## src/rtl/sync_modn_counter_if.sv

```systemverilog
`default_nettype none
// ============================================================================
// Module      : sync_modn_counter_if
// Description : Control and status bundle for sync_modn_counter. The
//               master (the controlling logic) drives clr/load/load_val/en/up.
//               The slave (the counter) drives q/tc/wrap/load_err.
//               Digit i of load_val and q sits at bits [i*W +: W], with
//               digit 0 least significant.
// Ports       : clr, load, load_val[DIGITS*W], en, up   (master -> slave)
//               q[DIGITS*W], tc, wrap, load_err          (slave -> master)
// Revision    : 1.0 - initial release
// ============================================================================
interface sync_modn_counter_if #(
    parameter int MODULUS = 10,
    parameter int DIGITS  = 2
);
    // Bits per digit. This is the same derivation that the counter uses.
    localparam int W = (MODULUS > 2) ? $clog2(MODULUS) : 1;

    logic                  clr;
    logic                  load;
    logic [DIGITS*W-1:0]   load_val;
    logic                  en;
    logic                  up;
    logic [DIGITS*W-1:0]   q;
    logic                  tc;
    logic                  wrap;
    logic                  load_err;

    modport master (
        output clr, load, load_val, en, up,
        input  q, tc, wrap, load_err
    );

    modport slave (
        input  clr, load, load_val, en, up,
        output q, tc, wrap, load_err
    );
endinterface
`default_nettype wire

```

## src/rtl/sync_modn_counter.sv

```systemverilog
`default_nettype none
// ============================================================================
// Module      : sync_modn_counter
// Description : Cascaded modulo-MODULUS counter made of DIGITS digits. It
//               supports count enable, up/down direction, parallel load with
//               per-digit saturation, and synchronous clear. It provides a
//               combinational terminal count and registered wrap and
//               load-error pulses. Per-edge priority is clr > load > en.
// Ports       : clk      - rising-edge clock
//               reset_n  - asynchronous active-low reset
//               bus      - sync_modn_counter_if.slave
//                          (clr, load, load_val, en, up -> q, tc, wrap,
//                           load_err)
// Revision    : 1.0 - initial release
// ============================================================================
module sync_modn_counter #(
    parameter int MODULUS = 10,
    parameter int DIGITS  = 2
) (
    input  wire logic             clk,
    input  wire logic             reset_n,
    sync_modn_counter_if.slave    bus
);
    localparam int W = (MODULUS > 2) ? $clog2(MODULUS) : 1;

    localparam logic [W-1:0] c_MAX = W'(MODULUS - 1);
    // This constant is one bit wider so that MODULUS = 2^W stays representable.
    // In that case the out-of-range compare can never be true.
    localparam logic [W:0]   c_MOD = (W+1)'(MODULUS);

    logic [DIGITS*W-1:0] r_q;
    logic                r_wrap;
    logic                r_load_err;

    logic [DIGITS-1:0]   w_term;      // digit at terminal value for direction
    logic [DIGITS:0]     w_carry;     // w_carry[i]: all digits below i terminal
    logic [DIGITS-1:0]   w_over;      // load field out of range
    logic [DIGITS*W-1:0] w_count_q;
    logic [DIGITS*W-1:0] w_load_q;
    logic                w_all_term;

    for (genvar gi = 0; gi < DIGITS; gi++) begin : g_digit
        logic [W-1:0] w_d;
        logic [W-1:0] w_fld;
        logic [W-1:0] w_step;

        assign w_d   = r_q[gi*W +: W];
        assign w_fld = bus.load_val[gi*W +: W];

        assign w_term[gi] = bus.up ? (w_d == c_MAX) : (w_d == '0);

        // A terminal digit wraps to the opposite end of its range.
        // Any other digit moves by one.
        always_comb begin
            w_step = w_d;
            if (bus.up) begin
                w_step = w_term[gi] ? '0 : (w_d + 1'b1);
            end else begin
                w_step = w_term[gi] ? c_MAX : (w_d - 1'b1);
            end
        end

        assign w_count_q[gi*W +: W] = w_carry[gi] ? w_step : w_d;

        assign w_over[gi]          = ({1'b0, w_fld} >= c_MOD);
        assign w_load_q[gi*W +: W] = w_over[gi] ? c_MAX : w_fld;
    end

    // Ripple the "everything below is terminal" condition up the digits.
    always_comb begin
        w_carry[0] = 1'b1;
        for (int i = 0; i < DIGITS; i++) begin
            w_carry[i+1] = w_carry[i] & w_term[i];
        end
    end

    assign w_all_term = w_carry[DIGITS];

    always_ff @(posedge clk or negedge reset_n) begin
        if (!reset_n) begin
            r_q        <= '0;
            r_wrap     <= 1'b0;
            r_load_err <= 1'b0;
        end else if (bus.clr) begin
            r_q        <= '0;
            r_wrap     <= 1'b0;
            r_load_err <= 1'b0;
        end else if (bus.load) begin
            r_q        <= w_load_q;
            r_wrap     <= 1'b0;
            r_load_err <= |w_over;
        end else begin
            r_load_err <= 1'b0;
            // A wrap is a step taken while the whole counter sits at terminal.
            r_wrap     <= bus.en & w_all_term;
            if (bus.en) begin
                r_q <= w_count_q;
            end
        end
    end

    assign bus.q        = r_q;
    assign bus.tc       = bus.en & w_all_term;
    assign bus.wrap     = r_wrap;
    assign bus.load_err = r_load_err;

endmodule
`default_nettype wire

```

## src/flat_wrapper.sv

```systemverilog
// flat-port wrapper written by rule: the top's interface ports become plain ports
module sync_modn_counter_flat 
#(
    parameter int MODULUS = 10,
    parameter int DIGITS  = 2
)
  (clk, reset_n, bus_clr, bus_load, bus_load_val, bus_en, bus_up, bus_q, bus_tc, bus_wrap, bus_load_err);
  sync_modn_counter_if #(.MODULUS(MODULUS), .DIGITS(DIGITS)) bus_i ();
  input  wire logic clk;
  input  wire logic reset_n;
  input wire logic [$bits(bus_i.clr)-1:0] bus_clr;
  input wire logic [$bits(bus_i.load)-1:0] bus_load;
  input wire logic [$bits(bus_i.load_val)-1:0] bus_load_val;
  input wire logic [$bits(bus_i.en)-1:0] bus_en;
  input wire logic [$bits(bus_i.up)-1:0] bus_up;
  output wire logic [$bits(bus_i.q)-1:0] bus_q;
  output wire logic [$bits(bus_i.tc)-1:0] bus_tc;
  output wire logic [$bits(bus_i.wrap)-1:0] bus_wrap;
  output wire logic [$bits(bus_i.load_err)-1:0] bus_load_err;
  assign bus_i.clr = bus_clr;
  assign bus_i.load = bus_load;
  assign bus_i.load_val = bus_load_val;
  assign bus_i.en = bus_en;
  assign bus_i.up = bus_up;
  assign bus_q = bus_i.q;
  assign bus_tc = bus_i.tc;
  assign bus_wrap = bus_i.wrap;
  assign bus_load_err = bus_i.load_err;
  sync_modn_counter #(.MODULUS(MODULUS), .DIGITS(DIGITS)) u_core (.clk(clk), .reset_n(reset_n), .bus(bus_i));
endmodule
```

## config.mk

```make
export PLATFORM = sky130hd
export DESIGN_NAME = sync_modn_counter_flat
export DESIGN_NICKNAME = d
export VERILOG_FILES = /design/src/rtl/sync_modn_counter_if.sv /design/src/rtl/sync_modn_counter.sv /design/src/flat_wrapper.sv
export SDC_FILE = /design/constraint.sdc
export NUM_CORES = 1
export LEC_CHECK = 0
export ABC_AREA = 1
export CORE_ASPECT_RATIO = 1.25
export CORE_MARGIN = 2
export CORE_UTILIZATION = 48
export CTS_CLUSTER_DIAMETER = 50
export DETAILED_ROUTE_END_ITERATION = 7
export PLACE_DENSITY = 0.8
export SETUP_SLACK_MARGIN = 0.4
export SLEW_MARGIN = 30
export SYNTH_ARGS = -nofsm -noshare
export SYNTH_HDL_FRONTEND = slang
export SYNTH_SLANG_ARGS = --single-unit
```

## constraint.sdc

```tcl
create_clock -name clk -period 1.87 [get_ports clk]
set_input_delay 0.187 -clock clk [delete_from_list [all_inputs] [get_ports clk]]
set_output_delay 0.187 -clock clk [all_outputs]
set_load 0.005 [all_outputs]
```

[Word level (Yosys, flattened, before mapping)]
Index checks and enable logic that the tools add are counted.
Storage, ports and cells
  flip-flop bits (word level): 10
  bits of input ports: 14
  output and inout bits: 11
  logic and storage cells: 38
Operators by class
  add/subtract/negate cells: 4
  magnitude comparators: 2
  equal/unequal tests: 2
  muxes and demuxes: 18
  bitwise gates (word level): 2
  reduce and logical (&&, ||, !) cells: 6
Operator list (number)
  two-way mux 4 bit: 9
  two-way mux 8 bit: 3
  adder 4 x 1 -> 4 bit (second input constant): 2
  == test 4 bit (second input constant): 2
  greater-or-equal comparator 4 bit (second input constant): 2
  zero test 4 bit: 2
  subtractor 4 x 1 -> 4 bit (second input constant): 2
  two-way mux 1 bit: 6
  nonzero test 3 bit: 2
  bitwise AND 1 bit: 2
  AND reduction 2 bit: 1
  OR reduction 2 bit: 1

[Logic depth before layout (Yosys ltp)]
  word-level depth: 8
  depth in mapped cells: 10
  depth with buffers taken out: 10

[Worst setup path before layout]
No wires, ideal clock.
  path kind: register to register
  start: reg u_core.r_q[0], in the netlist u_core.bus.q[0]
  end: reg u_core.r_q[5], in the netlist u_core.bus.q[5]
  library setup time: 0.119 ns
  arrival: 1.230 ns
  required time: 1.751 ns
  path slack: 0.521 ns
  cell stages (with the launch flop): 11
  path buffers: 0
  period minus slack after synthesis: 1.349 ns
  cells stage by stage: dfrtp_1 inv_1 ha_1 inv_1 nor2_2 nand2_2 nand3_2 nand2_4 nor2_2 o21ai_2 nand2_2
On the way
  longest elaborated chain between the ends: 4
  elaborated cells on any way between the ends: 5
  those cells by class: eq/ne: 1; mux: 1; reduce/logical: 3
Ends and longest elaborated chain
  from (decl): RTL line sync_modn_counter.sv:31  | logic [DIGITS*W-1:0] r_q;
  from (signal assigned): RTL line sync_modn_counter.sv:89  | r_q <= w_load_q;
  from (signal assigned): RTL line sync_modn_counter.sv:97  | r_q <= w_count_q;
  == test 4 bit / zero test 4 bit (equally long branches): RTL line sync_modn_counter.sv:50  | assign w_term[gi] = bus.up ? (w_d == c_MAX) : (w_d == '0);
  two-way mux 1 bit *: RTL line sync_modn_counter.sv:50
  nonzero test 3 bit (no line) *
  AND reduction 2 bit (no line) *
Mark *: on every way between the ends. The rest lies on a longest branch, timed or not.
A chain may end at the register's enable or synchronous reset.

[Worst setup path after layout]
  start: reg u_core.r_q[1], in the netlist u_core.bus.q[1]
  end: out bus_tc
On the way
  longest elaborated chain between the ends: 4
  elaborated cells on any way between the ends: 5
  those cells by class: eq/ne: 1; mux: 1; bitwise: 2; reduce/logical: 1
Ends and longest elaborated chain
  == test 4 bit / zero test 4 bit (equally long branches): RTL line sync_modn_counter.sv:50
  two-way mux 1 bit *: RTL line sync_modn_counter.sv:50
  bitwise AND 1 bit *: RTL line sync_modn_counter.sv:73  | w_carry[i+1] = w_carry[i] & w_term[i];
  bitwise AND 1 bit *: RTL line sync_modn_counter.sv:103  | assign bus.tc = bus.en & w_all_term;
  to (decl): RTL line flat_wrapper.sv:17  | output wire logic [$bits(bus_i.tc)-1:0] bus_tc;
Marked as above.

==> metrics.csv <==
metric;value;unit
synthesized instance count;141;
Synth Area in Adders;7.782;%
largest family of logic cells by synthesized area;simple AND/OR/NAND/NOR gates;
I/O pin count;25;
synthesized cell area;964.7;um2
grt met2 use;47.55;%
Synth cell types;30;
largest net degree at the start of global routing;12;
initial antenna violation count;0;
Top delay family on crit path;flip-flops;
row count;18;
crit path max fanout;4;
Slew Limit Fails;0;
RSZ-0062 raised after global routing;yes;
CTS Root Cell;clkbuf_4;
headroom to the max-slew limit;69.82;%
IO buf count;24;
Worst path depth;9;
total die area;0.002386;mm2
Worst R2R End;u_core.bus.q[1]$_DFFE_PN0P_;
P_leak;0.0008235;uW
critical path class;flop to primary output;
Req. time, crit path;1.68;ns
Slew @ Worst Pin;0.4512;ns
CP max stage cell;dfrtp_1;
nature of the critical path startpoint;flop;
Yosys reg bits;10;
CTS Buf Count;3;
Global Route Usage Sum;27.29;%
CTS max path bufs;2;
remaining global-route overflow;0;
critical path cell sequence;inv_2 -> ha_4 -> inv_2 -> nor2_2 -> nand2_2 -> nand2_2 -> nand3_2 -> inv_1 -> buf_2;
first-pass GRT wire length;4816;um
fraction of synthesized area in multiplexers;0;%
fin util;82.69;%
final RePlAce weighted congestion;0.8961;
fillers;126;
endpoint class of the critical path;primary output;
clk_skew;0.001299;ns
area occupied by multi-input gates;720.7;um2
Layout Nets;219;
P per Cell Area;607.0;mW/mm2
First-pass DRT Iterations;4;
M3 GR Usage;1.007;%
Sw Share;37.62;%
CTS tree;built;
post-synthesis simple-gate area fraction;41.89;%
critical path's largest stage delay;0.39;ns
clock latency on the worst-skew pair;0.28;ns
max frequency;607.7;MHz
# clock sinks;10;
clock network fraction of total power;20.9;%
worst r2r src;u_core.bus.q[0]$_DFFE_PN0P_;
NetSw;365.7;uW
final hold violation count;0;
syn avg cell area;6.842;um2
Worst Hold Class;input port to async pin;
Comb power frac;51.5;%
final wirelength;3251;um
reg-to-reg setup timing slack;0.31;ns
final number of setup-violating endpoints;0;
die height;54.12;um
Worst-path clk slew;0.07;ns
Initial DRC Count;39;
vias per inst;5.615;
register area share after synthesis;25.94;%
vias;1224;
Synth Area in Compound Gates;12.71;%
Reg2Reg Depth;9;
post-route ant nets;0;
Crit. Startpoint;u_core.bus.q[1]$_DFFE_PN0P_;
FF/Latch Area;255.2;um2
layout overhead on the synthesized area;66.02;%
Placed Cells;198;
Detail Placement HPWL;2036;um
Max Cap Violations;0;
worst path buffer plus inverter count;4;
Setup crit end;bus_tc;
vias in the first global route;1098;
P_int;606.4;uW
Peak VDD IR;0.0005151;V
share of the synthesized area in the top cell type;25.94;%
Yosys warnings;0;
layout cells sized above 1;39.90;%
Post-Layout Cell Count;218;
sequential power share;27.6;%
core footprint;0.001937;mm2
area leader, netlist;dfrtp_1;
most used routing layer;met2;
post-synth net total;161;
status;completed;
ANT cells;0;
drt wl/cell;14.91;um
DR DRC count;0;
CP arrival;1.46;ns
die span in x;44.10;um
post-synthesis xor/xnor area fraction;0.9079;%
Initial Util;49.81;%
met1 Use GR;33.95;%
H-tree depth reported by CTS;1;
Final min period;1.646;ns
largest cells by area after synthesis;dfrtp_1, nand2_1, nand3_1;
period utilization;88.00;%
[cell usage in the layout, fill, tap and decap left out, types with 2 or more instances in the layout]
cell | synthesis | routed
inv_2 | 2 | 7
clkbuf_4 | 0 | 3
a21oi_1 | 6 | 6
buf_6 | 2 | 3
inv_1 | 12 | 7
nand2_1 | 39 | 35
ha_4 | 0 | 4
nand4_1 | 4 | 4
nor2_4 | 1 | 3
dfrtp_1 | 10 | 6
dlygate4sd2_1 | 0 | 3
nor2_1 | 10 | 9
o21ai_2 | 1 | 2
dfrtp_2 | 0 | 4
o21ai_0 | 3 | 3
inv_4 | 2 | 2
o21ai_1 | 5 | 4
buf_4 | 1 | 29
dlymetal6s2s_1 | 0 | 3
nand2_2 | 3 | 7
nand3_2 | 2 | 4
nor2_2 | 3 | 2
clkdlybuf4s50_1 | 0 | 17
nand3_1 | 17 | 14
[Yosys cell counts]
library cell	count
a21oi_2	1
inv_2	2
o22ai_1	1
inv_1	12
ha_1	6
inv_6	1
nand3_1	17
a21oi_1	6
nor2_2	3
buf_4	1
nor2_4	1
nand2_1	39
o21ai_1	5
o211ai_1	1
nand4_2	1
inv_4	2
xor2_1	1
o21ai_0	3
buf_6	2
a31oi_1	1
nand3_2	2
nand4_1	4
and3_1	1
nand2_4	2
nor2_1	10
o21ai_2	1
nand2_2	3
a211oi_1	1
dfrtp_1	10
o21bai_1	1
[routing by layer]
metal  vias to the layer above  part of all wire [%]  routed length (um)
met5                         -                     0                   0
li1                        582                     -                   -
met1                       568                    38                1249
met2                        63                    51                1657
met4                         0                   2.4                  77
met3                        11                   8.2                 267
[stage by stage]
stage	hold WS [ns]	worst slack (ns)	TNS, ns	power (uW)	cell area (um2)
6_report	0.2220	0.2243	0	972.1	1602
5_1_grt	0.2629	0.1379	0	1034	1602
4_1_cts	0.2366	0.2736	0	909.3	1490
3_5_place_dp	0.5300	-0.09771	-0.09771	644.4	1320
3_3_place_gp	0.5202	-0.02555	-0.02555	628.1	1320
2_1_floorplan	-0.1086	0.5206	0	470.4	964.7
[registers in the layout, summed over array words and instances (netlist names)]
signal / flops
u_core.bus.wrap: 1
u_core.bus.q: 8
u_core.bus.load_err: 1
[cell families (layout without fill, tap and decap cells)]
family	Yosys count	in the layout
buffers and inverters	20	77
adder cells (fa/ha/maj)	6	6
XOR/XNOR	1	1
flip-flops	10	10
AO/OA/AOI/OAI	21	21
AND/OR/NAND/NOR	83	83
[repair_timing]
item / in CTS / in global routing
setup buffers: 9 / 7
pin swaps: 6 / 8
gates resized for setup: 29 / 15
setup endpoints to repair: 10 / 13
hold buffers: 0 / 0
[final cells by class]
| cell class | instances | share of cell area [%] |
|---|---|---|
| inverters | 17 | 4.609 |
| flip-flops and latches | 10 | 15.94 |
| well taps | 20 | 1.562 |
| repair buffers | 56 | 30.62 |
| multi-input cells | 111 | 45.00 |
| clock buffers | 4 | 2.266 |
[worst min path at each step]
| stage | start | to | slack [ns] | cells past startpoint |
|---|---|---|---|---|
| final | reset_n | u_core.bus.q[1]$_DFFE_PN0P_ | 0.22 | 1 |
| after detailed placement | reset_n | u_core.bus.q[3]$_DFFE_PN0P_ | 0.53 | 1 |
| after floorplan | reset_n | u_core.bus.load_err$_DFF_PN0_ | -0.11 | 0 |
| after global routing | reset_n | u_core.bus.q[0]$_DFFE_PN0P_ | 0.26 | 1 |
| after CTS | reset_n | u_core.bus.q[0]$_DFFE_PN0P_ | 0.24 | 1 |
| after global placement | reset_n | u_core.bus.q[2]$_DFFE_PN0P_ | 0.52 | 1 |
[power groups by stage]
stage                     combinational (uW)  sequential, uW  clock [uW]
after floorplan                          193             277           0
after global placement                   361             267           0
after detailed placement                 375             269           0
after CTS                                439             267         203
after global routing                     548             270         216
final                                    501             268         203
No activity file was read; power rests on OpenSTA's default activity.
